### config.mk
export PLATFORM = sky130hd
export DESIGN_NAME = i2c_slave_responder
export DESIGN_NICKNAME = d
export VERILOG_FILES = /design/src/rtl/i2c_slave_responder.sv
export SDC_FILE = /design/constraint.sdc
export NUM_CORES = 1
export LEC_CHECK = 0
export CORE_UTILIZATION = 54
export DETAILED_ROUTE_END_ITERATION = 12
export HOLD_SLACK_MARGIN = 0.08
export PLACE_DENSITY = 0.76
export SYNTH_ARGS = -nofsm -noshare
export SYNTH_HDL_FRONTEND = slang
export SYNTH_SLANG_ARGS = --single-unit
### constraint.sdc
create_clock -name clock -period 2.83 [get_ports clock]
set_input_delay 0.849 -clock clock [delete_from_list [all_inputs] [get_ports clock]]
set_output_delay 0.849 -clock clock [all_outputs]
set_load 0.05 [all_outputs]
### src/rtl/i2c_slave_responder.sv
// I2C target: oversampled SCL/SDA, START/STOP detection, 7-bit address match, write/read byte service.
// Optional I2C_GENERAL_CALL_EN additionally accepts the general-call address (7'h00, write only).
module i2c_slave_responder #(
   parameter logic [6:0] SLAVE_ADDRESS = 7'h42
) (
   input  logic       clock,
   input  logic       Reset,
   input  logic       SCLIn,
   input  logic       SDAIn,
   output logic       SDADriveLow,
   input  logic [7:0] TransmitData,
   output logic       TransmitRequest,
   output logic [7:0] ReceivedData,
   output logic       DataValid,
   output logic       Busy,
   output logic       ReadMode
);

   typedef enum logic [2:0] {
      IDLE,
      ADDR,
      ADDR_ACK,
      WRITE_DATA,
      WRITE_ACK,
      READ_DATA,
      READ_ACK,
      WAIT_STOP
   } state_t;

   state_t      state_q, state_d;
   logic [2:0]  scl_sync_q, scl_sync_d;
   logic [2:0]  sda_sync_q, sda_sync_d;
   logic [3:0]  bit_cnt_q, bit_cnt_d;
   logic [6:0]  shift_q, shift_d;
   logic        sda_low_q, sda_low_d;
   logic        treq_q, treq_d;
   logic [7:0]  rx_data_q, rx_data_d;
   logic        dv_q, dv_d;
   logic        busy_q, busy_d;
   logic        read_mode_q, read_mode_d;

   logic        scl_s, sda_s;
   logic        scl_rise, scl_fall, sda_rise, sda_fall;
   logic        start_det, stop_det;
   logic [7:0]  byte_in;
   logic        addr_match;

   // [1] is the synchronized level, [2] its one-clock-old copy for edge strobes
   assign scl_s     = scl_sync_q[1];
   assign sda_s     = sda_sync_q[1];
   assign scl_rise  = scl_sync_q[1] & ~scl_sync_q[2];
   assign scl_fall  = ~scl_sync_q[1] & scl_sync_q[2];
   assign sda_rise  = sda_sync_q[1] & ~sda_sync_q[2];
   assign sda_fall  = ~sda_sync_q[1] & sda_sync_q[2];
   assign start_det = scl_s & sda_fall;
   assign stop_det  = scl_s & sda_rise;
   assign byte_in   = {shift_q, sda_s};

`ifdef I2C_GENERAL_CALL_EN
   assign addr_match = (byte_in[7:1] == SLAVE_ADDRESS) || (byte_in == 8'h00);
`else
   assign addr_match = (byte_in[7:1] == SLAVE_ADDRESS);
`endif

   always_comb begin
      state_d     = state_q;
      scl_sync_d  = {scl_sync_q[1:0], SCLIn};
      sda_sync_d  = {sda_sync_q[1:0], SDAIn};
      bit_cnt_d   = bit_cnt_q;
      shift_d     = shift_q;
      sda_low_d   = sda_low_q;
      treq_d      = 1'b0;
      rx_data_d   = rx_data_q;
      dv_d        = 1'b0;
      busy_d      = busy_q;
      read_mode_d = read_mode_q;

      if (stop_det) begin
         state_d   = IDLE;
         busy_d    = 1'b0;
         sda_low_d = 1'b0;
         bit_cnt_d = '0;
      end else if (start_det) begin
         state_d   = ADDR;
         sda_low_d = 1'b0;
         bit_cnt_d = '0;
      end else begin
         case (state_q)
            IDLE: ;
            ADDR: begin
               if (scl_rise) begin
                  shift_d   = byte_in[6:0];
                  bit_cnt_d = bit_cnt_q + 4'd1;
                  if (bit_cnt_q == 4'd7) begin
                     if (addr_match) begin
                        read_mode_d = byte_in[0];
                        busy_d      = 1'b1;
                        state_d     = ADDR_ACK;
                     end else begin
                        state_d   = WAIT_STOP;
                        bit_cnt_d = '0;
                     end
                  end
               end
            end
            // bit_cnt 8 = before the ACK clock, 0 = ACK clock has risen
            ADDR_ACK: begin
               if (scl_rise) begin
                  bit_cnt_d = '0;
                  treq_d    = read_mode_q;
               end else if (scl_fall) begin
                  if (bit_cnt_q == 4'd8) begin
                     sda_low_d = 1'b1;
                  end else if (read_mode_q) begin
                     shift_d   = TransmitData[6:0];
                     sda_low_d = ~TransmitData[7];
                     state_d   = READ_DATA;
                  end else begin
                     sda_low_d = 1'b0;
                     state_d   = WRITE_DATA;
                  end
               end
            end
            WRITE_DATA: begin
               if (scl_rise) begin
                  shift_d   = byte_in[6:0];
                  bit_cnt_d = bit_cnt_q + 4'd1;
                  if (bit_cnt_q == 4'd7) begin
                     rx_data_d = byte_in;
                     dv_d      = 1'b1;
                     state_d   = WRITE_ACK;
                  end
               end
            end
            WRITE_ACK: begin
               if (scl_rise) begin
                  bit_cnt_d = '0;
               end else if (scl_fall) begin
                  if (bit_cnt_q == 4'd8) begin
                     sda_low_d = 1'b1;
                  end else begin
                     sda_low_d = 1'b0;
                     state_d   = WRITE_DATA;
                  end
               end
            end
            READ_DATA: begin
               if (scl_rise) begin
                  bit_cnt_d = bit_cnt_q + 4'd1;
               end else if (scl_fall) begin
                  if (bit_cnt_q == 4'd8) begin
                     sda_low_d = 1'b0;
                     state_d   = READ_ACK;
                  end else begin
                     sda_low_d = ~shift_q[6];
                     shift_d   = {shift_q[5:0], 1'b0};
                  end
               end
            end
            READ_ACK: begin
               if (scl_rise) begin
                  bit_cnt_d = '0;
                  if (!sda_s) begin
                     treq_d = 1'b1;
                  end else begin
                     sda_low_d = 1'b0;
                     state_d   = WAIT_STOP;
                  end
               end else if (scl_fall && (bit_cnt_q == 4'd0)) begin
                  shift_d   = TransmitData[6:0];
                  sda_low_d = ~TransmitData[7];
                  state_d   = READ_DATA;
               end
            end
            WAIT_STOP: sda_low_d = 1'b0;
            default: begin
               state_d   = IDLE;
               sda_low_d = 1'b0;
            end
         endcase
      end
   end

   always_ff @(posedge clock or negedge Reset) begin
      if (!Reset) begin
         state_q     <= IDLE;
         scl_sync_q  <= '1;
         sda_sync_q  <= '1;
         bit_cnt_q   <= '0;
         shift_q     <= '0;
         sda_low_q   <= 1'b0;
         treq_q      <= 1'b0;
         rx_data_q   <= '0;
         dv_q        <= 1'b0;
         busy_q      <= 1'b0;
         read_mode_q <= 1'b0;
      end else begin
         state_q     <= state_d;
         scl_sync_q  <= scl_sync_d;
         sda_sync_q  <= sda_sync_d;
         bit_cnt_q   <= bit_cnt_d;
         shift_q     <= shift_d;
         sda_low_q   <= sda_low_d;
         treq_q      <= treq_d;
         rx_data_q   <= rx_data_d;
         dv_q        <= dv_d;
         busy_q      <= busy_d;
         read_mode_q <= read_mode_d;
      end
   end

   assign SDADriveLow     = sda_low_q;
   assign TransmitRequest = treq_q;
   assign ReceivedData    = rx_data_q;
   assign DataValid       = dv_q;
   assign Busy            = busy_q;
   assign ReadMode        = read_mode_q;

endmodule

==> results of run 1 <==
-- power breakdown --
group | internal (uW) | switching [uW] | total (uW)
Clock | 93.5 | 173 | 266
Combinational | 422 | 377 | 798
Sequential | 574 | 183 | 757
-- worst max-delay path by stage --
stage | startpoint | endpoint | cells past startpoint
2_1_floorplan | scl_sync_q[1]$_DFF_PN1_ | ReceivedData[0]$_DFFE_PN0P_ | 5
3_3_place_gp | scl_sync_q[1]$_DFF_PN1_ | ReceivedData[3]$_DFFE_PN0P_ | 4
3_5_place_dp | scl_sync_q[1]$_DFF_PN1_ | ReceivedData[4]$_DFFE_PN0P_ | 4
4_1_cts | ReadMode$_DFFE_PN0P_ | ReadMode | 1
5_1_grt | ReadMode$_DFFE_PN0P_ | ReadMode | 1
6_report | ReadMode$_DFFE_PN0P_ | ReadMode | 1
-- registers in the layout (all words and copies together), names as in the netlist, 3 cells and up --
register / cells
sda_sync_q: 3
scl_sync_q: 3
shift_q: 7
state_q: 3
ReceivedData: 8
bit_cnt_q: 4
-- per-layer routing --
layer  up-vias  global-route usage [%]  part of all wire, %  wire (um)
li1        705                       -                    -          -
met1       729                    32.9                   45       1820
met2        47                    38.4                   49       1980
met3         8                    6.09                  4.9        200
met4         0                    11.4                  1.8         75
met5         -                       0                    0          0
-- kinds of logic (layout without fill, tap and decap cells) --
family / count (synthesis) / after routing / share of synthesized area [%]
AOI/OAI and AO/OA: 43 / 43 / 16.2
xor gates and xnor gates: 3 / 3 / 1.39
adders and majority gates: 3 / 3 / 1.86
buffers and inverters: 17 / 43 / 4.44
DFF: 33 / 33 / 44.1
muxes: 22 / 22 / 14.5
and+or+nand+nor: 57 / 57 / 17.5
-- through the flow --
stage / total power, uW / setup slack [ns] / area, um2 / instances / hold slack, ns
4_1_cts: 1810 / 0.291 / 2210 / 250 / 0.366
5_1_grt: 1940 / 0.248 / 2210 / 250 / 0.373
3_3_place_gp: 1520 / 0.616 / 2150 / 242 / 0.347
3_5_place_dp: 1550 / 0.583 / 2150 / 242 / 0.349
2_1_floorplan: 1370 / 0.867 / 1890 / 178 / 0.345
6_report: 1820 / 0.311 / 2210 / 250 / 0.366
-- cell usage after synthesis, types with 2 or more instances --
master / count
dfrtp_1: 27
mux2_2: 15
nor2_1: 13
nand2_1: 9
inv_1: 8
nor3_1: 8
o21ai_0: 8
a21oi_1: 7
mux2_4: 7
dfstp_2: 6
nand3_1: 5
buf_2: 4
nor2b_1: 4
clkbuf_1: 3
nand2b_1: 3
nand3b_1: 3
o31ai_1: 3
a211o_1: 2
a22o_1: 2
a31oi_1: 2
a32o_1: 2
buf_6: 2
ha_1: 2
o221ai_1: 2
o32ai_1: 2
xnor2_1: 2
-- final cells by class --
| cell class | count | area [um2] |
|---|---|---|
| fill | 273 | 1130 |
| timing repair buffer | 27 | 263 |
| inverter | 8 | 30.0 |
| clock inverter | 3 | 17.5 |
| tap | 46 | 57.6 |
| multi-input combinational | 128 | 971 |
| clock buffer | 5 | 37.5 |
| sequential | 33 | 833 |
==> impl_metrics.json, run 1 <==
{
  "drt_pass1_iterations": 4,
  "drive_gt1_share_pct": 21.1,
  "hold_violations": 0,
  "synth_area_um2": 1890,
  "worst-path-buf-inv": 1,
  "clk_pin_slew_ns": 0.11,
  "min_from": "sda_sync_q[0]$_DFF_PN1_",
  "fmax_ghz": 0.397,
  "layout_common_cells": "dfrtp_1 (27), clkdlybuf4s50_1 (24), mux2_2 (15)",
  "cts_buffer_depth": 2,
  "worstPathCellList": "clkdlybuf4s50_1",
  "grt_max_degree": 34,
  "worstRegToRegCells": 4,
  "slew_headroom_pct": 53.6,
  "grt_pass1_wl_um": 6660,
  "place_congestion": 0.944,
  "core-area_um2": 3340,
  "worstPathRequired_ns": 1.98,
  "synth_top_area_share_pct": 35.8,
  "finalClockSkew_ns": 0.00987,
  "vias": 1489,
  "antenna_found_initial": 0,
  "ant_nets": 0,
  "die_w_um": 61.1,
  "final.setup.tns_ns": 0,
  "dieArea_um2": 3740,
  "power.density_nw_per_um2": 824,
  "start_kind": "flip-flop",
  "yosys_warnings": 0,
  "cts_setup_buffers": 0,
  "synth.area.top_cells": "dfrtp_1 (36%), mux2_2 (8.9%), dfstp_2 (8.3%)",
  "rsz0062_at_grt": "false",
  "rr_endpoint": "ReceivedData[5]$_DFFE_PN0P_",
  "cts.sinks": 33,
  "clk_latency_ns": 0.35,
  "netlist_instances": 178,
  "holdPathStages": 0,
  "fin_crit_sh_pct": 89.0,
  "worst_pin_slew_ns": 0.688,
  "die_y_um": 61.1,
  "grt_overflow": 0,
  "cts_hold_buffers": 0,
  "critPathSlowestCell": "clkdlybuf4s50_1",
  "hold_class": "reg2reg",
  "cts-root-buf": "clkbuf_4",
  "cts_buffers": 5,
  "holdPathEnd": "sda_sync_q[1]$_DFF_PN1_",
  "critPathTopFamily": "buffers and inverters",
  "drt_iter0_drc": 115,
  "setup_viol": 0,
  "h-tree-depth": 2,
  "ys_seq_area_share_pct": 44.1,
  "final_nets": 217,
  "viasPerCell": 5.96,
  "synth-main-ff-cell": "dfrtp_1",
  "final_common_cell": "dfrtp_1",
  "utilization_pct": 66.2,
  "drcViolationCount": 0,
  "peakVddDrop_mv": 0.413,
  "design.portCount": 25,
  "synthArstFlopShare_pct": 100,
  "post_drt_wl_per_cell_um": 16.3,
  "synth_top_cell_by_area": "dfrtp_1",
  "post_cts_resized": 0,
  "status": "complete, no violations",
  "drt_wl_total_um": 4070,
  "endpoint_kind": "output pin",
  "drv_slew": 0,
  "diodes": 0,
  "cts_tree": "yes",
  "avgSynthCellArea_um2": 10.6,
  "syn_nets": 192,
  "globalRouteTotalUtil_pct": 24.8,
  "slowest_delay_ns": 0.85,
  "critPathArrivalTime_ns": 1.67,
  "io_buffers": 24,
  "r2r-start": "scl_sync_q[1]$_DFF_PN1_",
  "ys_seq_elements": 33,
  "drv_cap": 0,
  "critical_path.max_fanout": 6,
  "area_delta_synth_final_pct": 17.0,
  "num_rows": 21,
  "grt_pass1_vias": 1434,
  "r2r_setup_slack_ns": 0.56,
  "place_hpwl_um": 2890,
  "finalCriticalPeriod_ns": 2.52,
  "leakage_uw": 0.000937,
  "synth_edf_count": 0,
  "critPathKind": "reg2out",
  "initial_core_util_pct": 56.6,
  "synth_cell_types": 53
}
No activity file was read; power rests on OpenSTA's default activity.
==> run 2: changes to the inputs <==
--- a/config.mk
+++ b/config.mk
@@ -7,6 +7,7 @@
 export LEC_CHECK = 0
 export CORE_UTILIZATION = 54
 export DETAILED_ROUTE_END_ITERATION = 12
+export GPL_ROUTABILITY_DRIVEN = 0
 export HOLD_SLACK_MARGIN = 0.08
 export PLACE_DENSITY = 0.76
 export SYNTH_ARGS = -nofsm -noshare
==> impl_metrics.json, run 2 (synthesized netlist as in run 1, its figures left out) <==
{
  "status": "complete, no violations",
  "worstSetupStartpoint": "ReadMode$_DFFE_PN0P_",
  "power.density_nw_per_um2": 862,
  "r2r_setup_slack_ns": 0.50,
  "critical_path.max_fanout": 6,
  "largest_reg_flops": 8,
  "cts_buffer_depth": 2,
  "post_cts_resized": 0,
  "worstPathCellList": "clkdlybuf4s50_1",
  "fin_crit_sh_pct": 88.9,
  "clk_latency_ns": 0.33,
  "post-place-ws_ns": 0.510,
  "rsz0062_at_grt": "false",
  "num_rows": 21,
  "vias": 1519,
  "worstRegToRegCells": 4,
  "cts_tree": "yes",
  "drv_slew": 0,
  "fmax_ghz": 0.398,
  "cts_hold_buffers": 0,
  "io_buffers": 24,
  "grt_pass1_wl_um": 6670,
  "critPathTopFamily": "buffers and inverters",
  "die_w_um": 61.1,
  "crit_end": "ReadMode",
  "clk_pin_slew_ns": 0.10,
  "h-tree-depth": 2,
  "critPathSlowestCell": "clkdlybuf4s50_1",
  "leakage_uw": 0.000951,
  "cts-root-buf": "clkbuf_4",
  "p_clk_share_pct": 19.4,
  "power.net_switching_uw": 726,
  "grt_pass1_vias": 1403,
  "p_int_uw": 1210,
  "worstPathRequired_ns": 1.98,
  "finalClockSkew_ns": 0.00177,
  "place_hpwl_um": 2940,
  "worst-path-buf-inv": 1,
  "globalRouteTotalUtil_pct": 24.9,
  "dpl_cell_area_um2": 2150,
  "seq_power_share_pct": 38.8,
  "ant_nets": 0,
  "viasPerCell": 6.08,
  "hold_class": "reg2reg",
  "cp.depth": 1,
  "drive_gt1_share_pct": 21.1,
  "initial_core_util_pct": 56.6,
  "r2r-start": "scl_sync_q[1]$_DFF_PN1_",
  "final_common_cell": "dfrtp_1",
  "cts_buffers": 5,
  "dieArea_um2": 3740,
  "critPathArrivalTime_ns": 1.67,
  "layout_common_cells": "dfrtp_1 (27), clkdlybuf4s50_1 (24), mux2_2 (15)",
  "worst_pin_slew_ns": 0.669,
  "final_area_um2": 2240,
  "die_y_um": 61.1,
  "core-area_um2": 3340,
  "hold_violations": 0,
  "setup_viol": 0,
  "slew_headroom_pct": 55.1,
  "setup_slack_ns": 0.315,
  "final_nets": 217,
  "start_kind": "flip-flop",
  "grt_overflow": 0,
  "cts.sinks": 33,
  "critPathKind": "reg2out",
  "finalCriticalPeriod_ns": 2.52,
  "diodes": 0,
  "cts_setup_buffers": 0,
  "place_inst": 242,
  "final_cells": 250,
  "final.setup.tns_ns": 0,
  "slowest_delay_ns": 0.85,
  "endpoint_kind": "output pin",
  "p_comb_share_pct": 41.9,
  "design.portCount": 25,
  "antenna_found_initial": 0,
  "drv_cap": 0,
  "area_delta_synth_final_pct": 18.8,
  "peakVddDrop_mv": 0.399,
  "grt_max_degree": 34,
  "drt_wl_total_um": 4170,
  "drt_pass1_iterations": 5,
  "rr_endpoint": "ReceivedData[6]$_DFFE_PN0P_",
  "p_sw_share_pct": 37.5,
  "drcViolationCount": 0,
  "drt_iter0_drc": 178,
  "post_drt_wl_per_cell_um": 16.7
}
## run 2: cell count changes in the layout (fill, tap and decap cells not counted)
cell	delta
clkinv_2	-2
bufinv_16	+1
clkbuf_8	+1
## run 2: cell type report
cell class | count | area [um2]
fillers | 285 | 1090
multi-input cells | 128 | 971
flip-flops and latches | 33 | 833
repair buffers | 27 | 263
well taps | 46 | 57.6
clock buffers | 6 | 51.3
clock inverters | 2 | 37.5
inverters | 8 | 30.0
## run 2: how the worst min path moves through the flow
stage | from | end | slack [ns] | cells past startpoint
finish | scl_sync_q[0]$_DFF_PN1_ | scl_sync_q[1]$_DFF_PN1_ | 0.37 | 0
global route | sda_sync_q[0]$_DFF_PN1_ | sda_sync_q[1]$_DFF_PN1_ | 0.37 | 0
CTS | sda_sync_q[0]$_DFF_PN1_ | sda_sync_q[1]$_DFF_PN1_ | 0.37 | 0
detailed placement | sda_sync_q[0]$_DFF_PN1_ | sda_sync_q[1]$_DFF_PN1_ | 0.35 | 0
global placement | scl_sync_q[0]$_DFF_PN1_ | scl_sync_q[1]$_DFF_PN1_ | 0.35 | 0
floorplan | scl_sync_q[0]$_DFF_PN1_ | scl_sync_q[1]$_DFF_PN1_ | 0.35 | 0
## run 2: worst register-to-register path, cell delays in order (launching register included)
cell and delay (ns):
dfstp_2 0.63, nor2b_1 0.39, nand2_1 0.19, nor3_2 0.59, mux2_2 0.42
## run 2: metal layers
layer  global-route usage [%]  vias to the layer above  part of all wire [%]
met5                        0                        -                     0
met4                     11.0                        0                   2.1
met3                     5.46                       10                   6.9
met2                     39.4                       78                    49
met1                     32.8                      729                    41
li1                         -                      702                     -
## run 2: through the flow
step | hold slack (ns) | utilization (%) | total power (uW)
floorplan | 0.345 | - | 1370
global placement | 0.347 | 64.6 | 1520
detailed placement | 0.347 | 64.6 | 1550
CTS | 0.367 | 67.2 | 1940
global route | 0.371 | 67.2 | 2050
finish | 0.365 | 67.2 | 1930
## run 2: power by group through the flow
stage	sequential [uW]	clock [uW]	combinational [uW]
final	749	374	810
after global routing	771	402	880
after CTS	744	388	804
after detailed placement	754	0	796
after global placement	750	0	772
after floorplan	682	0	683
==> run 3: changes to the inputs <==
--- a/config.mk
+++ b/config.mk
@@ -5,6 +5,7 @@
 export SDC_FILE = /design/constraint.sdc
 export NUM_CORES = 1
 export LEC_CHECK = 0
+export CORE_MARGIN = 3
 export CORE_UTILIZATION = 54
 export DETAILED_ROUTE_END_ITERATION = 12
 export GPL_ROUTABILITY_DRIVEN = 0
==> impl_metrics.json, run 3 (synthesized netlist as in run 1, its figures left out) <==
{
  "cts_hold_buffers": 0,
  "start_kind": "flip-flop",
  "slowest_delay_ns": 0.84,
  "setup_slack_ns": 0.319,
  "rsz0062_at_grt": "false",
  "fmax_ghz": 0.398,
  "post_drt_wl_per_cell_um": 17.3,
  "viasPerCell": 6.17,
  "dpl_cell_area_um2": 2150,
  "final_nets": 217,
  "cts_buffer_depth": 2,
  "power.density_nw_per_um2": 868,
  "die_y_um": 65.1,
  "endpoint_kind": "output pin",
  "antenna_found_initial": 0,
  "final_common_cell": "dfrtp_1",
  "worst_pin_slew_ns": 0.667,
  "num_rows": 20,
  "clk_pin_slew_ns": 0.11,
  "r2r-start": "scl_sync_q[1]$_DFF_PN1_",
  "min_from": "scl_sync_q[0]$_DFF_PN1_",
  "globalRouteTotalUtil_pct": 22.5,
  "finalCriticalPeriod_ns": 2.51,
  "final_area_um2": 2240,
  "cts.sinks": 33,
  "critical_path.max_fanout": 6,
  "fin_crit_sh_pct": 88.7,
  "leakage_uw": 0.000951,
  "post_cts_resized": 0,
  "diodes": 0,
  "drv_cap": 0,
  "area_delta_synth_final_pct": 18.7,
  "die_w_um": 65.1,
  "drt_iter0_drc": 206,
  "critPathTopFamily": "buffers and inverters",
  "largest_reg_flops": 8,
  "slew_headroom_pct": 55.3,
  "place_hpwl_um": 3080,
  "design.portCount": 25,
  "ant_nets": 0,
  "io_buffers": 24,
  "clk_latency_ns": 0.35,
  "worst-path-buf-inv": 1,
  "final.setup.tns_ns": 0,
  "core-area_um2": 3200,
  "layout_common_cells": "dfrtp_1 (27), clkdlybuf4s50_1 (24), mux2_2 (15)",
  "grt_max_degree": 34,
  "critPathKind": "reg2out",
  "status": "complete, no violations",
  "drive_gt1_share_pct": 21.1,
  "grt_pass1_vias": 1421,
  "critPathSlowestCell": "clkdlybuf4s50_1",
  "post-place-ws_ns": 0.580,
  "cts_buffers": 5,
  "finalClockSkew_ns": 0.0146,
  "drcViolationCount": 0,
  "h-tree-depth": 2,
  "hold_violations": 0,
  "initial_core_util_pct": 58.9,
  "setup_viol": 0,
  "critPathArrivalTime_ns": 1.66,
  "grt_overflow": 0,
  "drt_wl_total_um": 4290,
  "drt_pass1_iterations": 4,
  "hold_class": "reg2reg",
  "cts_setup_buffers": 0,
  "worstPathRequired_ns": 1.98,
  "grt_pass1_wl_um": 7250,
  "cts_tree": "yes",
  "vias": 1529,
  "peakVddDrop_mv": 0.428,
  "worstSetupStartpoint": "ReadMode$_DFFE_PN0P_",
  "drv_slew": 0,
  "worstPathCellList": "clkdlybuf4s50_1",
  "dieArea_um2": 4240,
  "cts-root-buf": "clkbuf_4"
}
## run 3: cell type report
cell class	instances	area, um2
clock inverter	2	37.5
tap	44	55.1
inverter	8	30.0
fill	256	962
sequential	33	833
timing repair buffer	27	263
clock buffer	6	51.3
multi-input combinational	128	971
## run 3: final timing paths
| check | cells past startpoint | end | slack, ns |
|---|---|---|---|
| setup reg to reg | 4 | ReceivedData[7]$_DFFE_PN0P_ | 0.57 |
| setup / recovery | 1 | ReadMode | 0.32 |
| hold reg to reg | 0 | scl_sync_q[1]$_DFF_PN1_ | 0.36 |
| max in group asynchronous | 2 | sda_sync_q[1]$_DFF_PN1_ | 1.59 |
| hold / removal | 0 | scl_sync_q[1]$_DFF_PN1_ | 0.36 |
| min in group asynchronous | 2 | SDADriveLow$_DFFE_PN0P_ | 0.89 |
## run 3: report_power, final
part | internal, uW | leakage [uW] | switching (uW)
registers | 574 | 0.000417 | 170
logic | 423 | 0.000490 | 394
clock network | 210 | 0.0000445 | 173
## run 3: layer usage
metal,share of wire [%],wire [um],track usage [%]
met1,46,1960,32.0
met5,0,0,0
met3,6.7,288,5.98
met2,46,1980,33.7
met4,1.6,68,6.74
## run 3: through the flow
step	hold slack (ns)	total power (uW)	util (%)	std cells
final	0.364	1940	70.0	248
after global routing	0.371	2080	70.0	248
after CTS	0.366	1940	70.0	248
after detailed placement	0.350	1550	67.2	240
after global placement	0.349	1520	67.2	240
after floorplan	0.345	1370	-	178
